$ cat config.mk
export PLATFORM = sky130hd
export DESIGN_NAME = pattern_gen_sequencer_flat
export DESIGN_NICKNAME = d
export VERILOG_FILES = /design/src/rtl/pattern_gen_sequencer_if.sv /design/src/rtl/pattern_gen_sequencer.sv /design/src/flat_wrapper.sv
export SDC_FILE = /design/constraint.sdc
export NUM_CORES = 1
export LEC_CHECK = 0
export CAP_MARGIN = 25
export CORE_MARGIN = 2
export CORE_UTILIZATION = 59
export CTS_CLUSTER_DIAMETER = 30
export DETAILED_ROUTE_END_ITERATION = 10
export GPL_ROUTABILITY_DRIVEN = 0
export HOLD_SLACK_MARGIN = 0.02
export PLACE_DENSITY = 0.82
export SLEW_MARGIN = 20
export SYNTH_ARGS = -nofsm -noshare
export SYNTH_HDL_FRONTEND = slang
export SYNTH_SLANG_ARGS = --single-unit
$ cat constraint.sdc
create_clock -name clk -period 5.7 [get_ports clk]
set_input_delay 0.855 -clock clk [delete_from_list [all_inputs] [get_ports clk]]
set_output_delay 0.855 -clock clk [all_outputs]
set_load 0.005 [all_outputs]
$ cat src/rtl/pattern_gen_sequencer_if.sv
// Pattern memory read port: strobe and address out, data back one cycle later.
interface pattern_gen_sequencer_if;
  logic       mem_rd_en;
  logic [7:0] mem_rd_addr;
  logic [7:0] mem_rd_data;

  modport master (output mem_rd_en, output mem_rd_addr, input mem_rd_data);
  modport slave  (input mem_rd_en, input mem_rd_addr, output mem_rd_data);
endinterface

$ cat src/rtl/pattern_gen_sequencer.sv
// Plays bytes from a pattern memory onto gpio_out as fixed-width slices, each
// held for a programmable period, with one-byte prefetch for gapless playback.
module pattern_gen_sequencer (
  input  logic                            clk,
  input  logic                            rst_sync,
  input  logic [7:0]                      cfg_end_address_pat_gen,
  input  logic [1:0]                      cfg_num_gpio_sel_pat_gen,
  input  logic [2:0]                      cfg_timestep_sel_pat_gen,
  input  logic [4:0]                      cfg_stage1_count_sel_pat_gen,
  input  logic                            cfg_repeat_enable_pat_gen,
  input  logic                            cfg_enable_pat_gen,
  pattern_gen_sequencer_if.master         mem,
  output logic [7:0]                      gpio_out,
  output logic                            busy,
  output logic                            done
);

  typedef enum logic [1:0] {S_IDLE, S_FETCH, S_PLAY, S_DONE} state_t;

  state_t      r_state, w_state_nxt;
  logic [7:0]  r_end;
  logic [1:0]  r_sel;
  logic [2:0]  r_ts;
  logic [4:0]  r_s1;
  logic        r_rep;
  logic [11:0] r_cnt;
  logic [2:0]  r_slice;
  logic [7:0]  r_byte, r_nxt, r_raddr;
  logic        r_nxt_vld, r_pend, r_more;

  logic [12:0] w_period;
  logic [11:0] w_pm1;
  logic [2:0]  w_slices_m1;
  logic        w_period_end, w_byte_end, w_have, w_run, w_consume, w_issue;
  logic [7:0]  w_new;

  function automatic logic [7:0] f_slice(input logic [7:0] b, input logic [1:0] sel,
                                         input logic [2:0] k);
    logic [2:0] amt;
    logic [7:0] msk;
    amt = 3'({2'b00, k} << sel);
    msk = 8'hFF >> (4'd8 - (4'd1 << sel));
    return (b >> amt) & msk;
  endfunction

  assign w_period     = (13'(r_s1) + 13'd1) << r_ts;
  assign w_pm1        = 12'(w_period - 13'd1);
  assign w_slices_m1  = 3'b111 >> r_sel;
  assign w_period_end = (r_cnt == w_pm1);
  assign w_byte_end   = w_period_end && (r_slice == w_slices_m1);

  // At most one byte is ever in flight or buffered: r_pend and r_nxt_vld are exclusive.
  assign w_have    = r_pend | r_nxt_vld;
  assign w_new     = r_pend ? mem.mem_rd_data : r_nxt;
  assign w_run     = cfg_enable_pat_gen && (r_state == S_FETCH || r_state == S_PLAY);
  assign w_consume = w_run && ((r_state == S_FETCH && r_pend) ||
                               (r_state == S_PLAY && w_byte_end && w_have));
  assign w_issue   = w_run && r_more && (!w_have || w_consume);

  assign mem.mem_rd_en   = w_issue;
  assign mem.mem_rd_addr = r_raddr;
  assign busy            = (r_state == S_FETCH) || (r_state == S_PLAY);
  assign done            = (r_state == S_DONE);

  always_ff @(posedge clk or posedge rst_sync) begin
    if (rst_sync) r_state <= S_IDLE;
    else          r_state <= w_state_nxt;
  end

  always_comb begin
    w_state_nxt = r_state;
    case (r_state)
      S_IDLE:  if (cfg_enable_pat_gen) w_state_nxt = S_FETCH;
      S_FETCH: if (!cfg_enable_pat_gen) w_state_nxt = S_IDLE;
               else if (r_pend)         w_state_nxt = S_PLAY;
      S_PLAY:  if (!cfg_enable_pat_gen)       w_state_nxt = S_IDLE;
               else if (w_byte_end && !w_have) w_state_nxt = S_DONE;
      S_DONE:  if (!cfg_enable_pat_gen) w_state_nxt = S_IDLE;
      default: w_state_nxt = S_IDLE;
    endcase
  end

  always_ff @(posedge clk or posedge rst_sync) begin
    if (rst_sync) begin
      r_end     <= '0;
      r_sel     <= '0;
      r_ts      <= '0;
      r_s1      <= '0;
      r_rep     <= 1'b0;
      r_cnt     <= '0;
      r_slice   <= '0;
      r_byte    <= '0;
      r_nxt     <= '0;
      r_raddr   <= '0;
      r_nxt_vld <= 1'b0;
      r_pend    <= 1'b0;
      r_more    <= 1'b0;
      gpio_out  <= '0;
    end else begin
      r_pend <= w_issue;
      if (w_issue) begin
        if (r_raddr == r_end) begin
          r_raddr <= 8'd0;
          if (!r_rep) r_more <= 1'b0;
        end else begin
          r_raddr <= r_raddr + 8'd1;
        end
      end

      if (r_pend && !w_consume) begin
        r_nxt     <= mem.mem_rd_data;
        r_nxt_vld <= 1'b1;
      end else if (w_consume) begin
        r_nxt_vld <= 1'b0;
      end

      if (w_consume) begin
        r_byte   <= w_new;
        r_slice  <= 3'd0;
        r_cnt    <= 12'd0;
        gpio_out <= f_slice(w_new, r_sel, 3'd0);
      end else if (r_state == S_PLAY && w_period_end) begin
        r_cnt    <= 12'd0;
        r_slice  <= r_slice + 3'd1;
        gpio_out <= f_slice(r_byte, r_sel, r_slice + 3'd1);
      end else if (r_state == S_PLAY) begin
        r_cnt <= r_cnt + 12'd1;
      end

      if (r_state == S_IDLE && cfg_enable_pat_gen) begin
        r_end   <= cfg_end_address_pat_gen;
        r_sel   <= cfg_num_gpio_sel_pat_gen;
        r_ts    <= cfg_timestep_sel_pat_gen;
        r_s1    <= cfg_stage1_count_sel_pat_gen;
        r_rep   <= cfg_repeat_enable_pat_gen;
        r_more  <= 1'b1;
        r_raddr <= 8'd0;
      end

      // Leaving the run (abort or finish) drops output, counters and any read in flight.
      if (w_state_nxt == S_IDLE || w_state_nxt == S_DONE) begin
        gpio_out  <= '0;
        r_cnt     <= '0;
        r_slice   <= '0;
        r_pend    <= 1'b0;
        r_nxt_vld <= 1'b0;
        r_more    <= 1'b0;
        r_raddr   <= '0;
      end
    end
  end

endmodule

$ cat src/flat_wrapper.sv
// flat-port wrapper written by rule: the top's interface ports become plain ports
module pattern_gen_sequencer_flat 
  (clk, rst_sync, cfg_end_address_pat_gen, cfg_num_gpio_sel_pat_gen, cfg_timestep_sel_pat_gen, cfg_stage1_count_sel_pat_gen, cfg_repeat_enable_pat_gen, cfg_enable_pat_gen, gpio_out, busy, done, mem_mem_rd_en, mem_mem_rd_addr, mem_mem_rd_data);
  pattern_gen_sequencer_if mem_i ();
  input  logic clk;
  input  logic rst_sync;
  input  logic [7:0] cfg_end_address_pat_gen;
  input  logic [1:0] cfg_num_gpio_sel_pat_gen;
  input  logic [2:0] cfg_timestep_sel_pat_gen;
  input  logic [4:0] cfg_stage1_count_sel_pat_gen;
  input  logic cfg_repeat_enable_pat_gen;
  input  logic cfg_enable_pat_gen;
  output logic [7:0] gpio_out;
  output logic busy;
  output logic done;
  output wire logic [$bits(mem_i.mem_rd_en)-1:0] mem_mem_rd_en;
  output wire logic [$bits(mem_i.mem_rd_addr)-1:0] mem_mem_rd_addr;
  input wire logic [$bits(mem_i.mem_rd_data)-1:0] mem_mem_rd_data;
  assign mem_mem_rd_en = mem_i.mem_rd_en;
  assign mem_mem_rd_addr = mem_i.mem_rd_addr;
  assign mem_i.mem_rd_data = mem_mem_rd_data;
  pattern_gen_sequencer u_core (.clk(clk), .rst_sync(rst_sync), .cfg_end_address_pat_gen(cfg_end_address_pat_gen), .cfg_num_gpio_sel_pat_gen(cfg_num_gpio_sel_pat_gen), .cfg_timestep_sel_pat_gen(cfg_timestep_sel_pat_gen), .cfg_stage1_count_sel_pat_gen(cfg_stage1_count_sel_pat_gen), .cfg_repeat_enable_pat_gen(cfg_repeat_enable_pat_gen), .cfg_enable_pat_gen(cfg_enable_pat_gen), .mem(mem_i), .gpio_out(gpio_out), .busy(busy), .done(done));
endmodule
==> results of run 1 <==
==> flip-flops by register name (all words and copies together), names as in the netlist <==
register and cells:
u_core.r_pend 1, u_core.r_state 2, u_core.r_more 1, u_core.r_s1 5, u_core.mem.mem_rd_addr 8, u_core.r_cnt 12, u_core.r_ts 3, u_core.r_byte 8
u_core.r_nxt 8, u_core.r_end 8, u_core.r_slice 3, u_core.r_rep 1, u_core.r_sel 2, u_core.r_nxt_vld 1, u_core.gpio_out 8
==> final cells by class <==
cell class,instances,share of cell area (%)
multi-input combinational,455,55.9
sequential,71,29.1
inverter,16,0.982
clock inverter,6,1.02
clock buffer,9,2.02
tap,108,2.21
timing repair buffer,55,8.84
==> repair_timing <==
item / CTS / global route
hold buffers: 0 / 0
gates resized for setup: 0 / 4
buffers inserted: 0 / 0
endpoints found under the setup margin: 0 / 1
==> critical path, cell delays in order, from the launching register on <==
cell             delay (ps)
dfrtp_1                 520
ha_1                    380
xnor2_4                 360
mux2i_2                 170
a2111oi_4               570
and3_1                  300
a21oi_2                  90
mux2_1                  210
nor3b_1                 410
nor4b_4                 400
o211ai_1                210
inv_1                    80
clkdlybuf4s50_1         500
==> stage by stage <==
stage               hold slack, ps  setup slack, ps
floorplan                      462             1450
global placement               481              794
detailed placement             491              599
CTS                            511              181
global route                   518             35.9
finish                         506              293
==> metal layers <==
layer	global-route usage [%]	vias to the layer above	part of all wire (%)
li1	-	2213	-
met1	34.8	2338	41
met2	47.7	191	51
met3	4.22	38	5.3
met4	12.0	0	2.6
met5	0	-	0
==> logic make-up after synthesis <==
group / count (synthesis) / share of synthesized area (%)
muxes: 66 / 14.0
buffers and inverters: 55 / 4.25
adders and majority gates: 10 / 2.32
AOI/OAI and AO/OA: 131 / 19.2
and+or+nand+nor: 213 / 21.5
DFF: 71 / 33.0
xor gates and xnor gates: 35 / 5.82
==> placed cells by master (no fill, tap or decap), drive strengths merged, types with 4 or more instances in the layout <==
| master | instances |
|---|---|
| ha | 10 |
| a2111oi | 4 |
| nand3b | 6 |
| inv | 16 |
| a211oi | 6 |
| a221oi | 7 |
| clkdlybuf4s50 | 48 |
| nand2b | 6 |
| nor3 | 20 |
| a32o | 5 |
| clkbuf | 9 |
| a211o | 5 |
| a21oi | 25 |
| o21ai | 23 |
| and3 | 7 |
| nor3b | 6 |
| and2 | 6 |
| nor2b | 9 |
| nand2 | 46 |
| nand3 | 19 |
| or3 | 9 |
| o21a | 4 |
| o211a | 4 |
| o22ai | 4 |
| nor2 | 47 |
| and4 | 5 |
| mux2 | 39 |
| xor2 | 11 |
| o31ai | 6 |
| clkinv | 5 |
| dfrtp | 71 |
| nand4 | 9 |
| xnor2 | 24 |
| buf | 7 |
| o211ai | 7 |
| mux2i | 24 |
==> worst paths after layout <==
path	start	to	slack (ps)	cells past startpoint
max	u_core.r_s1[0]	mem_mem_rd_en	290	12
min	u_core.gpio_out[4]	u_core.gpio_out[4]	510	1
max reg2reg	u_core.r_ts[1]	u_core.r_nxt[5]	1030	11
min reg2reg	u_core.gpio_out[4]	u_core.gpio_out[4]	510	1
max in group asynchronous	rst_sync	u_core.r_ts[0]	3990	3
min in group asynchronous	rst_sync	u_core.r_end[3]	1090	3
==> where the power goes <==
part           internal (uW)  leakage [uW]  switching, uW
clock network            199     0.0000988            194
registers                585      0.000943            153
logic                    609       0.00139            798
==> flow_summary.json, run 1 <==
{
  "outcome": "completed",
  "die_width_um": 99.6,
  "synth_area_per_cell_um2": 9.28,
  "timing.critical_path.fanout_max": 12,
  "synth.top_cells.by_area": "dfrtp_1 33%, mux2_2 7.7%, mux2i_1 4.3%",
  "routedWlPerCell_um": 18.3,
  "core_area_mm2": 0.00881,
  "nets": 648,
  "maxSlewViolCount": 0,
  "arrival_ps": 4550,
  "end_kind": "output pin",
  "ys_async_sr_fraction_pct": 100,
  "fillCellCount": 688,
  "overflow": 0,
  "first_iter_violations": 301,
  "yosysUniqueCellTypes": 85,
  "track_usage_pct": 27.8,
  "grt_pass1_wl_mm": 22.4,
  "min_path_type": "reg -> reg",
  "multiInputGateArea_mm2": 0.00342,
  "die_area_mm2": 0.00992,
  "p_leak_uw": 0.00243,
  "instances_no_fill": 720,
  "cts_tree": "yes",
  "utilization_pct": 69.5,
  "ff_latch_area_mm2": 0.00178,
  "placed_cells": 704,
  "dr.pass1.iters": 5,
  "die_y_um": 99.6,
  "power_uw": 2540,
  "port_buffers": 48,
  "drc_errors": 0,
  "fin_area_mm2": 0.00612,
  "rsz0062_at_grt": "false",
  "yosys.area.top_type": "dfrtp_1",
  "area_growth_pct": 13.5,
  "clockBufferDepth": 2,
  "cts-root-buf": "clkbuf_8",
  "fin_skew_ps": 8.68,
  "place_area_mm2": 0.00588,
  "clock_latency_ps": 350,
  "required_ps": 4850,
  "synth_fp_nets": 621,
  "layout_min_cycle_time_ps": 5410,
  "yosys_warnings": 0,
  "finalSetupTns_ps": 0,
  "grt_max_degree": 72,
  "htree_levels": 3,
  "num_rows": 34,
  "post-route-period-util_pct": 94.9,
  "clkSinkCount": 71,
  "synth.yosys.seq_area_share_pct": 33.0,
  "synthCells": 581,
  "synth_area_mm2": 0.00539,
  "cp-start-kind": "flip-flop",
  "vias_per_cell": 6.64,
  "route.antenna.remaining_nets": 0,
  "synthTopCellsByCount": "71 x dfrtp_1, 47 x nor2_1, 46 x nand2_1",
  "initial_core_util_pct": 61.2,
  "io_pins": 49,
  "maxCapViolCount": 0,
  "antenna_found_initial": 0,
  "grt_pass1_vias": 4692,
  "via_count": 4780,
  "dp_hpwl_mm": 9.30,
  "synthMostInstantiatedCell": "dfrtp_1",
  "crit_type": "reg -> out",
  "drive_above_1_share_pct": 14.7,
  "wl_mm": 13.2,
  "max_slew.worst_pin.slew_ps": 887,
  "numCtsBuffers": 9,
  "diodes": 0,
  "synth-seq-cells": 71,
  "max_freq_mhz": 185,
  "path_clk_slew_ps": 80,
  "peakVddDrop_mv": 0.204,
  "power.density_mw_per_mm2": 415,
  "setup_viol": 0,
  "netlist.area_leader.share_pct": 33.0,
  "synth_enable_flop_cells": 0,
  "slew_headroom_pct": 40.9,
  "finalHoldViolCount": 0,
  "synth_ff_type": "dfrtp_1"
}
Power figures use the tool's default switching activity.
==> inputs of run 2 (changes only) <==
- CORE_UTILIZATION: 59 -> 44
- PLACE_DENSITY: 0.82 -> default
- SLEW_MARGIN: 20 -> 10
==> run 2 against run 1 <==
  * Hold slack worse by 9.5 ps
  * Clock skew down 1.4 ps
  * Total power up 8.4%
  * Sequential share of layout area down 0.98 points
  * Global-route usage down 6.5 points
  * First-iteration DRC count up 35%
  * Clock power up 41%
  * Sequential cell count unchanged
==> flow_summary.json, run 2 (synthesis gave the netlist of run 1 again) <==
{
  "outcome": "completed",
  "diodes": 0,
  "max_slew.worst_pin.slew_ps": 841,
  "rsz0062_at_grt": "false",
  "p_leak_uw": 0.00250,
  "first_iter_violations": 406,
  "via_count": 4591,
  "power_uw": 2750,
  "core_area_mm2": 0.0120,
  "required_ps": 4850,
  "place_area_mm2": 0.00595,
  "min_path_type": "reg -> reg",
  "route.antenna.remaining_nets": 0,
  "fin_skew_ps": 7.33,
  "nets": 653,
  "overflow": 0,
  "drc_errors": 0,
  "clock_latency_ps": 330,
  "reg2regPathDepth": 13,
  "endpoint": "mem_mem_rd_en",
  "largest_reg_flops": 12,
  "r2r_slack_ps": 1010,
  "crit_top_cell": "o32a_1",
  "layout_common_cells": "70 x dfrtp_1, 48 x clkdlybuf4s50_1, 47 x nor2_1",
  "path_buf_inv": 2,
  "critical-path-slowest-cell": "dfrtp_1",
  "cp-start-kind": "flip-flop",
  "grt_pass1_wl_mm": 22.3,
  "rr_startpoint": "u_core.r_ts[1]",
  "finalSetupTns_ps": 0,
  "dp_hpwl_mm": 9.60,
  "clkSinkCount": 71,
  "cts_tree": "yes",
  "peakVddDrop_mv": 0.169,
  "maxSlewViolCount": 0,
  "fin_area_mm2": 0.00633,
  "end_kind": "output pin",
  "drive_above_1_share_pct": 15.4,
  "fillCellCount": 1105,
  "track_usage_pct": 21.3,
  "area_growth_pct": 17.4,
  "arrival_ps": 4460,
  "io_pins": 49,
  "cts-root-buf": "clkbuf_16",
  "grt_pass1_vias": 4347,
  "routedWlPerCell_um": 17.6,
  "vias_per_cell": 6.00,
  "antenna_found_initial": 0,
  "dr.pass1.iters": 5,
  "layout_min_cycle_time_ps": 5310,
  "path_clk_slew_ps": 60,
  "post-route-period-util_pct": 93.2,
  "port_buffers": 48,
  "crit_type": "reg -> out",
  "worstPathCellList": "ha_2, nand2b_1, a21oi_2, nand2_1, ha_1, xor2_1, xnor2_1, o32a_1, o32a_1, nor2_1, nand4b_2, nor4b_4, o211ai_1, inv_1, clkdlybuf4s50_1",
  "power.density_mw_per_mm2": 435,
  "utilization_pct": 52.9,
  "grt_max_degree": 43,
  "cp.depth": 15,
  "die_width_um": 115,
  "worstHoldStart": "u_core.r_nxt[0]",
  "htree_levels": 3,
  "maxCapViolCount": 0,
  "die_area_mm2": 0.0132,
  "rr_endpoint": "u_core.r_nxt[4]",
  "num_rows": 40,
  "top_register": "u_core.r_cnt",
  "setup.worst_path.start": "u_core.r_s1[0]",
  "initial_core_util_pct": 45.1,
  "numCtsBuffers": 9,
  "critPathMaxStageDelay_ps": 520,
  "slew_headroom_pct": 43.6,
  "setup_viol": 0,
  "cts_hold_buf": 0,
  "timing.critical_path.fanout_max": 12,
  "clockBufferDepth": 2,
  "die_y_um": 115,
  "finalHoldViolCount": 0,
  "max_freq_mhz": 188,
  "layout_commonest_cell": "dfrtp_1",
  "wl_mm": 13.4,
  "crit_family": "simple AND/OR/NAND/NOR gates"
}
## run 2: layout make-up
| type | count | area, um2 | area share [%] |
|---|---|---|---|
| multi-input combinational | 455 | 3430 | 54.2 |
| sequential | 71 | 1780 | 28.1 |
| timing repair buffer | 60 | 591 | 9.33 |
| clock buffer | 10 | 229 | 3.62 |
| tap | 147 | 184 | 2.91 |
| clock inverter | 6 | 61.3 | 0.968 |
| inverter | 16 | 60.1 | 0.949 |
## run 2: worst register-to-register path, cell delays in order, from the launching register on
cell and delay [ps]:
dfrtp_1 710, buf_4 330, or3b_2 490, o21ai_0 270, o21ai_0 150, mux2i_1 210
xor2_1 160, o2111ai_1 160, or4b_1 590, nor4_1 440, a21oi_1 180, buf_4 230
nand2_1 280, mux2_2 380
## run 2: per-stage QoR
| step | cells | setup slack, ps | hold slack [ps] |
|---|---|---|---|
| finish | 765 | 387 | 497 |
| CTS | 761 | 193 | 500 |
| global route | 765 | 46.0 | 514 |
| detailed placement | 745 | 585 | 485 |
| global placement | 745 | 707 | 480 |
| floorplan | 581 | 1450 | 462 |
## run 2: timing repair
item / 4_1_cts / 5_1_grt
setup endpoints to repair: 0 / 1
buffers inserted: 0 / 3
endpoints found under the hold margin: 0 / 0
gates resized for setup: 0 / 7
## run 2: worst min-delay path by stage
| stage | to | cells after the start | slack (ps) |
|---|---|---|---|
| floorplan | u_core.r_byte[0] | 2 | 460 |
| global placement | u_core.r_nxt[0] | 1 | 480 |
| detailed placement | u_core.gpio_out[3] | 1 | 480 |
| CTS | u_core.r_nxt[0] | 1 | 500 |
| global route | u_core.r_nxt[0] | 1 | 510 |
| finish | u_core.r_nxt[0] | 1 | 500 |
## run 2: metal layers
metal | GRT usage [%] | part of all wire [%] | up-vias
met4 | 6.67 | 1.5 | 0
li1 | - | - | 2240
met1 | 28.9 | 47 | 2247
met3 | 3.07 | 3.4 | 20
met2 | 35.1 | 49 | 84
met5 | 0 | 0 | -
## run 2: report_power, final
part	internal [uW]	switching (uW)
registers	586	141
clock network	337	216
logic	650	822
